## src/rtl/sseg_capture_if.sv

```systemverilog
// -----------------------------------------------------------------------------
// sseg_capture_if
// Bundles the multiplexed seven-segment bus being observed together with the
// decoded frame produced by the reader.
//   an         : digit selects, active-low, bit i = digit i
//   sseg       : segment lines, active-low, gfedcba
//   value      : last complete decoded frame, digit 0 in bits [3:0]
//   value_vld  : one-cycle pulse when value/err_mask/blank_mask update
//   err_mask   : digit showed a non-hex pattern in the last frame
//   blank_mask : digit was blank (all segments off) in the last frame
// master = display side (drives the bus, observes results)
// slave  = the reader
// -----------------------------------------------------------------------------
interface sseg_capture_if #(
  parameter int DIGITS = 4
);
  logic [DIGITS-1:0]   an;
  logic [6:0]          sseg;
  logic [4*DIGITS-1:0] value;
  logic                value_vld;
  logic [DIGITS-1:0]   err_mask;
  logic [DIGITS-1:0]   blank_mask;

  modport master (
    output an, sseg,
    input  value, value_vld, err_mask, blank_mask
  );

  modport slave (
    input  an, sseg,
    output value, value_vld, err_mask, blank_mask
  );
endinterface

```

## src/rtl/sseg_capture.sv

```systemverilog
// -----------------------------------------------------------------------------
// sseg_capture
// Reads a time-multiplexed, active-low common-anode seven-segment bus back into
// hex nibbles. Each (digit, pattern) pair must be seen STABLE_CNT consecutive
// synchronized cycles before it is committed; once every digit has been
// committed the whole frame is published with per-digit error/blank flags.
//   clk   : clock, rising edge
//   rst_n : asynchronous active-low reset
//   bus   : sseg_capture_if.slave (an/sseg in, value/value_vld/masks out)
// -----------------------------------------------------------------------------
module sseg_capture #(
  parameter int DIGITS     = 4,
  parameter int STABLE_CNT = 4
) (
  input  logic           clk,
  input  logic           rst_n,
  sseg_capture_if.slave  bus
);

  localparam int CW = $clog2(STABLE_CNT + 1);
  localparam int IW = (DIGITS > 1) ? $clog2(DIGITS) : 1;
  localparam logic [CW-1:0] CNT_MAX = CW'(STABLE_CNT);

  typedef enum logic [1:0] {S_IDLE, S_TRACK, S_HELD} state_t;

  // Decoded digit: {err, blank, nibble}
  function automatic logic [5:0] f_decode(input logic [6:0] seg);
    unique case (seg)
      7'b1000000: f_decode = 6'h00;
      7'b1111001: f_decode = 6'h01;
      7'b0100100: f_decode = 6'h02;
      7'b0110000: f_decode = 6'h03;
      7'b0011001: f_decode = 6'h04;
      7'b0010010: f_decode = 6'h05;
      7'b0000010: f_decode = 6'h06;
      7'b1111000: f_decode = 6'h07;
      7'b0000000: f_decode = 6'h08;
      7'b0010000: f_decode = 6'h09;
      7'b0001000: f_decode = 6'h0A;
      7'b0000011: f_decode = 6'h0B;
      7'b1000110: f_decode = 6'h0C;
      7'b0100001: f_decode = 6'h0D;
      7'b0000110: f_decode = 6'h0E;
      7'b0001110: f_decode = 6'h0F;
      7'b1111111: f_decode = 6'b01_0000;
      default:    f_decode = 6'b10_0000;
    endcase
  endfunction

  // ---------------------------------------------------------------------------
  // 2-flop synchronizers, idle (all ones) out of reset
  // ---------------------------------------------------------------------------
  logic [DIGITS-1:0] r_an_s1, r_an_s2;
  logic [6:0]        r_seg_s1, r_seg_s2;

  // NOTE: every register is assigned with <= so the second stage sees the
  // first stage's previous value; with = the two flops would collapse into one.
  always_ff @(posedge clk or negedge rst_n) begin
    if (!rst_n) begin
      r_an_s1  <= '1;
      r_an_s2  <= '1;
      r_seg_s1 <= '1;
      r_seg_s2 <= '1;
    end else begin
      r_an_s1  <= bus.an;
      r_an_s2  <= r_an_s1;
      r_seg_s1 <= bus.sseg;
      r_seg_s2 <= r_seg_s1;
    end
  end

  // ---------------------------------------------------------------------------
  // Sample qualification: exactly one select low
  // ---------------------------------------------------------------------------
  logic [DIGITS-1:0] w_sel;
  logic              w_legal;
  logic [IW-1:0]     w_idx;

  assign w_sel   = ~r_an_s2;
  assign w_legal = (w_sel != '0) && ((w_sel & (w_sel - DIGITS'(1))) == '0);

  // NOTE: w_idx gets a default before the loop, so no path leaves it unassigned
  // and no latch is inferred.
  always_comb begin
    w_idx = '0;
    for (int i = 0; i < DIGITS; i++) begin
      if (w_sel[i]) w_idx = IW'(i);
    end
  end

  // ---------------------------------------------------------------------------
  // Stability FSM
  // ---------------------------------------------------------------------------
  state_t        r_state, w_state_nxt;
  logic [CW-1:0] r_cnt, w_cnt_nxt;
  logic [IW-1:0] r_idx;
  logic [6:0]    r_seg_lat;
  logic          w_same, w_start, w_latch, w_commit;

  assign w_same = (w_idx == r_idx) && (r_seg_s2 == r_seg_lat);

  always_comb begin
    w_state_nxt = r_state;
    w_cnt_nxt   = r_cnt;
    w_start     = 1'b0;
    w_latch     = 1'b0;
    w_commit    = 1'b0;
    if (!w_legal) begin
      w_state_nxt = S_IDLE;
      w_cnt_nxt   = '0;
    end else begin
      unique case (r_state)
        S_TRACK: begin
          if (w_same) begin
            if (r_cnt != CNT_MAX) w_cnt_nxt = r_cnt + CW'(1);
            if (r_cnt + CW'(1) == CNT_MAX) begin
              w_commit    = 1'b1;
              w_state_nxt = S_HELD;
            end
          end else begin
            w_start = 1'b1;
          end
        end
        // A held pair has already been committed; only a new pair restarts.
        S_HELD:  w_start = !w_same;
        default: w_start = 1'b1;
      endcase
    end
    if (w_start) begin
      w_cnt_nxt = CW'(1);
      w_latch   = 1'b1;
      if (STABLE_CNT == 1) begin
        w_commit    = 1'b1;
        w_state_nxt = S_HELD;
      end else begin
        w_state_nxt = S_TRACK;
      end
    end
  end

  always_ff @(posedge clk or negedge rst_n) begin
    if (!rst_n) begin
      r_state   <= S_IDLE;
      r_cnt     <= '0;
      r_idx     <= '0;
      r_seg_lat <= '1;
    end else begin
      r_state <= w_state_nxt;
      r_cnt   <= w_cnt_nxt;
      if (w_latch) begin
        r_idx     <= w_idx;
        r_seg_lat <= r_seg_s2;
      end
    end
  end

  // ---------------------------------------------------------------------------
  // Shadow slots and frame assembly. On a commit the current synchronized pair
  // equals the tracked pair, so it is decoded directly.
  // ---------------------------------------------------------------------------
  logic [4*DIGITS-1:0] r_nib, w_nib_nxt;
  logic [DIGITS-1:0]   r_err, w_err_nxt;
  logic [DIGITS-1:0]   r_blank, w_blank_nxt;
  logic [DIGITS-1:0]   r_seen, w_seen_nxt;
  logic [5:0]          w_dec;
  logic                w_frame_done;

  assign w_dec = f_decode(r_seg_s2);

  always_comb begin
    w_nib_nxt   = r_nib;
    w_err_nxt   = r_err;
    w_blank_nxt = r_blank;
    w_seen_nxt  = r_seen;
    if (w_commit) begin
      w_nib_nxt[4*int'(w_idx) +: 4] = w_dec[3:0];
      w_blank_nxt[w_idx]            = w_dec[4];
      w_err_nxt[w_idx]              = w_dec[5];
      w_seen_nxt[w_idx]             = 1'b1;
    end
  end

  // The just-committed digit is merged in before publishing.
  assign w_frame_done = w_commit && (w_seen_nxt == '1);

  logic [4*DIGITS-1:0] r_value;
  logic [DIGITS-1:0]   r_err_mask, r_blank_mask;
  logic                r_value_vld;

  // NOTE: the shadow slots are reset only for determinism; clearing r_seen is
  // what actually discards a partial frame.
  always_ff @(posedge clk or negedge rst_n) begin
    if (!rst_n) begin
      r_nib        <= '0;
      r_err        <= '0;
      r_blank      <= '0;
      r_seen       <= '0;
      r_value      <= '0;
      r_err_mask   <= '0;
      r_blank_mask <= '0;
      r_value_vld  <= 1'b0;
    end else begin
      r_nib       <= w_nib_nxt;
      r_err       <= w_err_nxt;
      r_blank     <= w_blank_nxt;
      r_seen      <= w_frame_done ? '0 : w_seen_nxt;
      r_value_vld <= w_frame_done;
      if (w_frame_done) begin
        r_value      <= w_nib_nxt;
        r_err_mask   <= w_err_nxt;
        r_blank_mask <= w_blank_nxt;
      end
    end
  end

  assign bus.value      = r_value;
  assign bus.value_vld  = r_value_vld;
  assign bus.err_mask   = r_err_mask;
  assign bus.blank_mask = r_blank_mask;

endmodule

```

## src/flat_wrapper.sv

```systemverilog
// flat-port wrapper written by rule: the top's interface ports become plain ports
module sseg_capture_flat 
#(
  parameter int DIGITS     = 4,
  parameter int STABLE_CNT = 4
)
  (clk, rst_n, bus_an, bus_sseg, bus_value, bus_value_vld, bus_err_mask, bus_blank_mask);
  sseg_capture_if #(.DIGITS(DIGITS)) bus_i ();
  input  logic clk;
  input  logic rst_n;
  input wire logic [$bits(bus_i.an)-1:0] bus_an;
  input wire logic [$bits(bus_i.sseg)-1:0] bus_sseg;
  output wire logic [$bits(bus_i.value)-1:0] bus_value;
  output wire logic [$bits(bus_i.value_vld)-1:0] bus_value_vld;
  output wire logic [$bits(bus_i.err_mask)-1:0] bus_err_mask;
  output wire logic [$bits(bus_i.blank_mask)-1:0] bus_blank_mask;
  assign bus_i.an = bus_an;
  assign bus_i.sseg = bus_sseg;
  assign bus_value = bus_i.value;
  assign bus_value_vld = bus_i.value_vld;
  assign bus_err_mask = bus_i.err_mask;
  assign bus_blank_mask = bus_i.blank_mask;
  sseg_capture #(.DIGITS(DIGITS), .STABLE_CNT(STABLE_CNT)) u_core (.clk(clk), .rst_n(rst_n), .bus(bus_i));
endmodule
```

## config.mk

```make
export PLATFORM = sky130hd
export DESIGN_NAME = sseg_capture_flat
export DESIGN_NICKNAME = d
export VERILOG_FILES = /design/src/rtl/sseg_capture_if.sv /design/src/rtl/sseg_capture.sv /design/src/flat_wrapper.sv
export SDC_FILE = /design/constraint.sdc
export NUM_CORES = 1
export LEC_CHECK = 0
export ABC_AREA = 1
export CORE_ASPECT_RATIO = 1.5
export CORE_MARGIN = 2
export CORE_UTILIZATION = 30
export DETAILED_ROUTE_END_ITERATION = 10
export HOLD_SLACK_MARGIN = 0.08
export SLEW_MARGIN = 20
export SYNTH_ARGS = -nofsm -noshare
export SYNTH_HDL_FRONTEND = slang
export SYNTH_SLANG_ARGS = --single-unit
```

## constraint.sdc

```tcl
create_clock -name clk -period 1.8 [get_ports clk]
set_input_delay 0.45 -clock clk [delete_from_list [all_inputs] [get_ports clk]]
set_output_delay 0.45 -clock clk [all_outputs]
set_load 0.02 [all_outputs]
```

==> results.md <==
* Worst setup EP type: register
* Core ar. at 0.01393 mm2
* Worst-Skew Late Latency at 350 ps
* Vias at 3794
* Status: finished, violations left
* Area grow syn2layout at 49.38%
* Post-synth top area share at 0.3534
* Grt met1 use at 0.1617
* Antenna violations before repair at 0
* FMAX at between 400 and 500 MHz
* Post-synth top cells: nand2_1, dfrtp_1, nor2_1
* Slew @ Worst Pin at 393.6 ps
* Clock Tree Buf Depth at 2
* FILL cells at 1310
* Placement Setup Slack at -256.8 ps
* Worst endpoint required time at 2080 ps
* Met3 Resource Use GR at 0.02242
* Dpl cells at slightly below 800
* Sw Pwr at 1.328 mW
* DP HPWL at 7.668 mm
* Layout cells sized above 1 at 0.4006
* Synth warnings at 0
* Post-layout minimum cycle time at 2066 ps
* Synth area leader: dfrtp_1
* H-tree Lvls at 3
* Cells along the critical path: nand2_4 -> nand2_8 -> nand2_2 -> nand2_1 -> nand2_2 -> nor2_4 -> nand4_1 -> nand2_2 -> nand2_4 -> nor2_8 -> clkbuf_16 -> nand3_1 -> nand2_1
* Syn nets at 547
* Mapped Cells at ~520
* #FFs+latches synth at 89
* Leak at 3.501 nW
* Buffers on Ports at 37
* Part of the power in registers at 0.460
* Final Hold Fails at 0
* Setup TNS at -9601 ps
* Routability congestion estimate at 0.8634
* Drt drc at 0
* TritonCTS Buffers at 9
* Critical Path Fanout Max at 8
* GRT Total Usage at 0.1508
* First-pass GRT wire length at 18.01 mm
* Largest net degree at the start of global routing at 40
* Worst IR Drop VDD at 0.0005404 V
* Clock sink count at 89
* Pwr Density at 751.8 mW/mm2
* First-pass detailed-route iteration total at 4
* Final setup vio count at 62
* Max_slew headroom at 0.7376
* Tcrit/Tclk final at 1.148
* Cell variety after synth at 29
* Fin Clk Skew at 7.903 ps
* Crit path arrival time at 2350 ps
* Worst Path Class, Setup: reg2reg
* Max stage delay cell, worst path: dfstp_2
* Height of the die at approximately 150 um
* Clock slew at reported path FFs at 60 ps
* Grt peak-use layer: met2
* DR WL/cell at 13.32 um
* Clock share of power at 0.370
* Via density at roughly 4.7
* Comb power frac at 0.170
* Die Wd at 101.2 um
* Crit-path most repeated cell: nand2_2
* 1st-iter DRT viols at approximately 140
* Met2 Usage GRT at 0.2768
* Worst Hold Class: reg2reg
* Syn_area_per_cell at 8.156 um2
* Final #Nets at 670
* Gr ovfl total at 0
* Min setup slack post-route at -265.6 ps
* Max Slew Vio Count at 0
* # IOs at 38
* Unrepaired setup endpoints after global routing: yes
* Cell area after placement at about 0.0053 mm2
* Power Internal at 3.444 mW
* Initial Util at 0.3051
* Ys flop type: dfrtp_1
* Root buf cell: clkbuf_16
* Design area at 0.006347 mm2
* CP Launch Type: register
* DRT Wirelength at 10.84 mm
* Detail Route Antenna Nets at 0
* Die area at 0.01515 mm2
* Synth Cell Area at roughly 0.0042 mm2
* ANT cells at 0
* Non-Filler Instances at 814
* Cell with the most instances after synthesis: nand2_1
* Violated checks: setup timing
* Largest cells by area after synthesis: dfrtp_1, nand2_1, dfstp_2
* Placement Rows at 53
* CTS tree: yes
* Max incr delay on CP at 600 ps
* Number of global-route vias before repair at 4046
* Post-synth EDFFs at 0
* Sw frac at 0.2783
* Maxcap violations at 0
* Asr flop ratio synth at 1.000
* Sequential area share after synthesis at 0.5327
-- worst max-delay path: cells and delay by family, from the launching register on --
| kind | cells | cell delay (ps) |
|---|---|---|
| DFF | 1 | 600 |
| and+or+nand+nor | 12 | 1200 |
| buffers and inverters | 1 | 180 |
-- power groups by stage --
stage	sequential, mW	combinational (mW)	clock, mW
6_report	2.19	0.812	1.77
5_1_grt	2.21	0.895	1.89
4_1_cts	2.19	0.745	1.82
3_5_place_dp	2.22	0.613	0
3_3_place_gp	2.22	0.596	0
2_1_floorplan	2.22	0.292	0
-- cells in the final DEF, fill, tap and decap left out, drive strengths merged --
cell,n
dlymetal6s2s,15
o21ai,11
nand2,214
a21oi,5
clkbuf,11
a211oi,2
o21bai,1
nand3,50
clkinv,4
dfrtp,60
nor2,60
xnor2,2
dlygate4sd3,1
buf,80
or2,1
clkinvlp,2
inv,57
nand4,8
ha,13
nor3,2
dfstp,29
clkdlybuf4s50,21
-- final timing paths --
check                                   startpoint                  end  slack [ps]  depth (start not counted)
worst min register to register  u_core.r_seg_s1[6]   u_core.r_seg_s2[6]         350                          0
max in group asynchronous                    rst_n  u_core.r_seg_lat[4]         640                          3
worst min-delay path            u_core.r_seg_s1[6]   u_core.r_seg_s2[6]         350                          0
worst max-delay path             u_core.r_an_s2[2]  u_core.bus.value[7]        -270                         13
min in group asynchronous                    rst_n      u_core.r_idx[0]         570                          2
worst max register to register   u_core.r_an_s2[2]  u_core.bus.value[7]        -270                         13
-- sequential cells by signal (all words and copies together), names as in the netlist, 7 cells and up --
signal and flops:
u_core.r_seg_s2 7, u_core.bus.value 16, u_core.r_seg_s1 7, u_core.r_nib 16, u_core.r_seg_lat 7
-- routing by layer --
layer  part of all wire  vias up
li1                   -     1862
met1               0.38     1838
met2               0.55       65
met3              0.024       29
met4              0.036        0
met5                  0        -
-- layout make-up --
cell class / count / area, um2 / area share
clock buffers: 9 / 225.2 / 0.03548
clock inverters: 7 / 53.80 / 0.008476
multi-input cells: 369 / 2198 / 0.3463
flip-flops and latches: 89 / 2263 / 0.3566
repair buffers: 119 / 1171 / 0.1845
well taps: 165 / 206.4 / 0.03253
inverters: 56 / 229.0 / 0.03607
-- repair_timing --
action / in CTS / in global routing
gates cloned: 1 / 2
hold buffers: 1 / 0
hold endpoints to repair: 20 / 0
buffers inserted: 3 / 9
pin swaps: 22 / 33
resized for setup: 78 / 88
endpoints found under the setup margin: 65 / 82
-- cells by family after synthesis --
family / count (synthesis) / synth area share
flip-flops: 89 / 0.5327
AO/OA/AOI/OAI: 19 / 0.02591
adder cells (fa/ha/maj): 13 / 0.03828
XOR/XNOR: 2 / 0.004123
AND/OR/NAND/NOR: 335 / 0.3354
buffers and inverters: 63 / 0.06360
-- stage by stage --
| stage | hold slack (ps) | util | power [mW] |
|---|---|---|---|
| finish | 353.6 | 0.4558 | 4.772 |
| global route | 353.9 | 0.4558 | 4.990 |
| CTS | 355.7 | 0.4269 | 4.757 |
| detailed placement | 347.2 | 0.3827 | 2.834 |
| global placement | 346.0 | 0.3827 | 2.813 |
| floorplan | 154.4 | - | 2.514 |
Note: power is estimated with default switching activity, not from simulation.
